### config.mk
export PLATFORM = sky130hd
export DESIGN_NAME = booth_mul_seq
export DESIGN_NICKNAME = d
export VERILOG_FILES = /design/src/rtl/mul_pkg.sv /design/src/rtl/booth_pp_sel.sv /design/src/rtl/booth_mul_seq.sv
export SDC_FILE = /design/constraint.sdc
export NUM_CORES = 1
export LEC_CHECK = 0
export CORE_MARGIN = 3
export CORE_UTILIZATION = 30
export DETAILED_ROUTE_END_ITERATION = 7
export GPL_TIMING_DRIVEN = 0
export MAX_ROUTING_LAYER = met4
export PLACE_DENSITY = 0.44
export SLEW_MARGIN = 20
export SYNTH_ARGS = -nofsm -noshare
export SYNTH_HDL_FRONTEND = slang
export SYNTH_SLANG_ARGS = --single-unit
export TNS_END_PERCENT = 50
### constraint.sdc
create_clock -name i_clk -period 6.9 [get_ports i_clk]
set_clock_uncertainty 0.15 [all_clocks]
set_input_delay 1.38 -clock i_clk [delete_from_list [all_inputs] [get_ports i_clk]]
set_output_delay 1.38 -clock i_clk [all_outputs]
set_load 0.005 [all_outputs]
### src/rtl/mul_pkg.sv
// Shared types and constants for the sequential radix-4 Booth multiplier.
//   mul_op_t      : operation encoding (MUL, MULH, MULHSU, MULHU)
//   mul_state_t   : multiplier control FSM states
//   BOOTH_GROUP_W : width of one recoded multiplier group
package mul_pkg;

  typedef enum logic [1:0] {
    MUL    = 2'd0,
    MULH   = 2'd1,
    MULHSU = 2'd2,
    MULHU  = 2'd3
  } mul_op_t;

  typedef enum logic [1:0] {
    IDLE = 2'd0,
    CALC = 2'd1,
    DONE = 2'd2
  } mul_state_t;

  localparam int BOOTH_GROUP_W = 3;

endpackage

### src/rtl/booth_pp_sel.sv
// Radix-4 Booth partial product selector (purely combinational).
// Ports:
//   a   : XLEN+2-bit extended multiplicand (two's complement)
//   grp : 3-bit multiplier group {b[2k+1], b[2k], b[2k-1]}
//   pp  : XLEN+3-bit signed partial product in {0, +A, +2A, -A, -2A}
module booth_pp_sel
  import mul_pkg::*;
#(
  parameter int XLEN = 32
) (
  input  logic        [XLEN+1:0]          a,
  input  logic        [BOOTH_GROUP_W-1:0] grp,
  output logic signed [XLEN+2:0]          pp
);

  logic signed [XLEN+2:0] a_x;

  always_comb begin
    // One extra sign bit so that 2A cannot overflow.
    a_x = {a[XLEN+1], a};
    case (grp)
      3'b001, 3'b010: pp = a_x;
      3'b011:         pp = a_x <<< 1;
      3'b100:         pp = -(a_x <<< 1);
      3'b101, 3'b110: pp = -a_x;
      default:        pp = '0;
    endcase
  end

endmodule

### src/rtl/booth_mul_seq.sv
// Sequential radix-4 Booth multiplier, one recoded group per clock.
// Ports:
//   i_clk, i_rst         : clock, synchronous active-high reset
//   i_valid / o_ready    : request handshake (i_op, i_data_a, i_data_b)
//   i_flush              : abort any operation in flight
//   o_valid / i_ready    : result handshake (o_data)
//   o_busy               : high whenever the FSM is not IDLE
// Optional feature: define BOOTH_MUL_ZERO_SKIP_EN to finish a request with a
// zero operand in one cycle instead of running the full iteration count.
module booth_mul_seq
  import mul_pkg::*;
#(
  parameter int XLEN = 32,
  parameter int ITER = (XLEN + 2) / 2
) (
  input  logic            i_clk,
  input  logic            i_rst,
  input  logic            i_valid,
  output logic            o_ready,
  input  logic [1:0]      i_op,
  input  logic [XLEN-1:0] i_data_a,
  input  logic [XLEN-1:0] i_data_b,
  input  logic            i_flush,
  output logic            o_valid,
  input  logic            i_ready,
  output logic [XLEN-1:0] o_data,
  output logic            o_busy
);

  localparam int EXT_W = XLEN + 2;
  localparam int PP_W  = XLEN + 3;
  localparam int ACC_W = 2 * EXT_W;
  localparam int CNT_W = (ITER > 1) ? $clog2(ITER) : 1;

  mul_state_t        state_q;
  mul_op_t           op_q;
  logic [CNT_W-1:0]  cnt_q;
  logic [EXT_W-1:0]  a_q;
  // Multiplier with an appended 0 (bit -1); shifted right by 2 each cycle so
  // the current group is always the low three bits.
  logic [EXT_W:0]    mplr_q;
  logic [ACC_W-1:0]  acc_q;

  logic              sign_a;
  logic              sign_b;
  logic [EXT_W-1:0]  a_ext;
  logic [EXT_W-1:0]  b_ext;
  logic              skip;
  logic signed [PP_W-1:0] pp;
  logic [ACC_W-1:0]  term;
  logic [ACC_W-1:0]  acc_next;
  logic [XLEN-1:0]   res_sel;
  logic              last_iter;

  booth_pp_sel #(
    .XLEN (XLEN)
  ) u_pp_sel (
    .a   (a_q),
    .grp (mplr_q[BOOTH_GROUP_W-1:0]),
    .pp  (pp)
  );

  always_comb begin
    sign_a = (i_op != MULHU);
    sign_b = (i_op == MUL) || (i_op == MULH);
    a_ext  = {{2{sign_a & i_data_a[XLEN-1]}}, i_data_a};
    b_ext  = {{2{sign_b & i_data_b[XLEN-1]}}, i_data_b};
  end

`ifdef BOOTH_MUL_ZERO_SKIP_EN
  always_comb skip = (i_data_a == '0) || (i_data_b == '0);
`else
  always_comb skip = 1'b0;
`endif

  always_comb begin
    term      = {{(ACC_W - PP_W){pp[PP_W-1]}}, pp} << {cnt_q, 1'b0};
    acc_next  = acc_q + term;
    res_sel   = (op_q == MUL) ? acc_next[XLEN-1:0] : acc_next[2*XLEN-1:XLEN];
    last_iter = (cnt_q == CNT_W'(ITER - 1));
  end

  always_ff @(posedge i_clk) begin
    if (i_rst) begin
      state_q <= IDLE;
      op_q    <= MUL;
      cnt_q   <= '0;
      a_q     <= '0;
      mplr_q  <= '0;
      acc_q   <= '0;
      o_ready <= 1'b1;
      o_valid <= 1'b0;
      o_busy  <= 1'b0;
      o_data  <= '0;
    end else if (i_flush) begin
      state_q <= IDLE;
      o_ready <= 1'b1;
      o_valid <= 1'b0;
      o_busy  <= 1'b0;
      o_data  <= '0;
    end else begin
      case (state_q)
        IDLE: begin
          if (i_valid) begin
            op_q    <= mul_op_t'(i_op);
            a_q     <= a_ext;
            mplr_q  <= {b_ext, 1'b0};
            cnt_q   <= '0;
            acc_q   <= '0;
            o_ready <= 1'b0;
            o_busy  <= 1'b1;
            if (skip) begin
              state_q <= DONE;
              o_valid <= 1'b1;
              o_data  <= '0;
            end else begin
              state_q <= CALC;
            end
          end
        end
        CALC: begin
          acc_q  <= acc_next;
          mplr_q <= mplr_q >> 2;
          cnt_q  <= cnt_q + CNT_W'(1);
          if (last_iter) begin
            // Result is taken from the final sum so it is valid on DONE entry.
            state_q <= DONE;
            o_valid <= 1'b1;
            o_data  <= res_sel;
          end
        end
        DONE: begin
          if (i_ready) begin
            state_q <= IDLE;
            o_ready <= 1'b1;
            o_valid <= 1'b0;
            o_busy  <= 1'b0;
            o_data  <= '0;
          end
        end
        default: begin
          state_q <= IDLE;
          o_ready <= 1'b1;
          o_valid <= 1'b0;
          o_busy  <= 1'b0;
          o_data  <= '0;
        end
      endcase
    end
  end

endmodule

==> metrics.txt <==
met1 Use GR 0.377; Layout fillers ~5200; HPWL after DPL 55900 um; Final Hold Fails 0; antenna violations before repair 1; Worst setup SP type flip-flop; Pwr Total 3.17 mW; layout cells sized above 1 0.122; cells after synthesis 2057; # setup viols final 0; CP endpoint kind flip-flop; clock buffer depth 2; FF+latch count, synth 175; part of the power in the clock network 0.350; Setup TNS Final 0 ns; Final Worst Setup Slack 0.154 ns; grt met3 use 0.0732; HP Class reg2reg; Placed Area ~0.017 sq mm; total CTS buffers 17; Worst EP required ~7 ns; Setup WS pre-CTS -2.49 ns; IO Pins 106; Worst-Margin Slew 1.16 ns; CTS clk-pin slew, worst paths 0.08 ns; Hold Worst Slack roughly 0.30 ns; Max VDD drop 0.000188 V; Pwr per Cell Area 173 mW/mm^2; Final Instance Count excl. Fillers 2874; GPL Wtd Cong 0.975; Die ar. 0.0522 sq mm; Peak Freq 0.148 GHz; starting density of the core 0.307; YS warnings 0; Max Slew Vio Count 0; met2 Use GR 0.381; Post-synth top flop dfxtp_1; worst rel slew slack 0.224; R2R depth 22; vias roughly 17000; r2r startpoint a_q[3]; Worst-Skew Late Latency 0.50 ns; setup repair after global routing missed its margin true; Die Y approximately 230 um; Critical Path Fanout Max 10; Internal 1.96 mW; Sink Count approximately 180; # hold bufs at CTS 0; design area 0.0184 sq mm; hold wc startpoint o_data[23]; DRC 0; R2R setup slack 0.15 ns; H-tree depth 4; largest net degree at the start of global routing 20; FP Rows 80; Routed WL per cell 24.7 um; fin crit share 0.978; DR pass1 iterations 5; Root Buffer clkbuf_16; layer with the highest usage met2; Synth Area per Inst 7.22 sq um; Sequential cell area around 0.0035 sq mm; multi-input logic area 0.0113 sq mm; syn nets 2201; Port Buf Inserts between 100 and 150; register area share after synthesis 0.236; grt total ovfl 0; most frequent cells in the layout nand2_1, nor2_1, dfxtp_1; Die X-Extent approximately 230 um; Comb power frac 0.315; core area between 0.04 and 0.05 sq mm; worst hold endpoint o_data[23]; Vias/cell 5.79; CTS tree done; DR iter-0 viols 1583; Tmin final 6.75 ns; dpl cells 2817; Pleak 7.27 nW; drt total wl 70900 um; synth-to-layout area growth 23.7%; post-route antenna net violation count 0; Synth Cell Area 0.0149 sq mm; reg-to-reg endpoint o_data[6]; worst hold path stage count 2; WP data arrival ~7.0 ns; Max Cap Violations 0; final core occ 0.380; synth unique cells 80; number of synthesized flops with an enable pin 0; first-pass GRT wire length 104000 um; Sequential Power Share 0.335; # nets final 2347; asr flop ratio synth 0; sw frac 0.381; status finished clean; Setup CP Type reg2reg; sw power 1.21 mW; vias in the first global route 15700; GRT Resource Usage Total 0.271
Yosys cell counts, types with 11 or more instances:
master    number  area share
a22oi_1       59       0.030
and3_1        12      0.0051
inv_1         30      0.0076
mux2i_1       60       0.040
nand3_1       48       0.016
a31oi_1       26       0.011
nor2_1       265       0.067
nand2b_1      12      0.0051
or4_1         12      0.0061
o21bai_1      12      0.0061
xor2_1        40       0.024
nand4_1       24       0.010
clkbuf_1     149       0.038
a21oi_1      182       0.061
o22ai_1       11      0.0046
nor3_1        39       0.013
nor4_1        20      0.0084
dfxtp_1      175        0.24
a311oi_1      40       0.024
a22o_1        29       0.017
a21o_1        47       0.024
nor2b_1       16      0.0067
o31ai_1       16      0.0081
ha_1          72       0.061
nand2_1      260       0.066
and2_1        16      0.0067
o21ai_0      110       0.037
a211oi_1      20       0.010
or3_1         16      0.0067
mux2_2        25       0.019
buf_1         18      0.0045
xnor2_1       54       0.032
sequential cells by signal (all words and copies together) (netlist names):
name and count:
o_valid 1, cnt_q 5, acc_q 64, o_data 32
op_q 2, state_q 2, o_busy 1, o_ready 1
a_q 33, mplr_q 34
worst max-delay path by stage:
stage / startpoint / to / slack (ns)
final: a_q[3] / o_data[6] / 0.15
after global routing: a_q[9] / acc_q[56] / -0.05
after CTS: a_q[10] / acc_q[63] / 0.004
after detailed placement: mplr_q[1] / acc_q[53] / -2.49
after global placement: mplr_q[1] / acc_q[53] / -2.56
after floorplan: a_q[8] / acc_q[62] / 0.84
power by group through the flow:
| stage | Combinational, mW | Clock [mW] | Sequential [mW] |
|---|---|---|---|
| after global routing | 1.07 | 1.17 | 1.07 |
| after global placement | 0.897 | 0 | 1.08 |
| after floorplan | 0.561 | 0 | 1.07 |
| after detailed placement | 0.893 | 0 | 1.08 |
| final | 1.00 | 1.11 | 1.06 |
| after CTS | 0.936 | 1.14 | 1.06 |
routing by layer:
metal,vias to the layer above,share of wire
li1,7817,-
met1,8049,0.47
met2,668,0.41
met3,111,0.087
met4,0,0.027
met5,-,0
what timing repair did:
action | CTS | global route
buffers inserted | 12 | 26
pin swaps | 7 | 24
endpoints found under the setup margin | 85 | 59
gates resized for setup | 102 | 98
cells by family after synthesis:
kind of cell | share of synthesized area
AND/OR/NAND/NOR | 0.234
XOR/XNOR | 0.0554
AO/OA/AOI/OAI | 0.288
adder cells (fa/ha/maj) | 0.0620
buffers and inverters | 0.0538
multiplexers | 0.0707
flip-flops | 0.236
cell type report:
cell class              instances  area share
multi-input cells            1677       0.615
flip-flops and latches        175       0.191
repair buffers                142      0.0720
well taps                     656      0.0446
plain buffers                 159      0.0359
clock buffers                  18      0.0239
clock inverters                14      0.0114
inverters                      31     0.00633
diodes                          2    0.000272
worst max-delay path, stage by stage (launching register included):
cell and delay, ns:
dfxtp_1 0.41, or4_4 0.63, buf_2 0.22, nor4_1 0.33, xnor2_1 0.16, a221oi_2 0.53
mux2i_1 0.28, mux2i_2 0.33, nor2_1 0.07, nor2_1 0.28, nor2_1 0.16, ha_1 0.40
a21oi_1 0.32, o21ai_0 0.14, a221oi_1 0.53, nor2_1 0.20, nor4bb_4 0.42, o41ai_2 0.16
a21boi_2 0.28, o21bai_1 0.11, a21o_1 0.19, xor2_1 0.16, a21o_1 0.19
(Power assumes the default switching activity.)
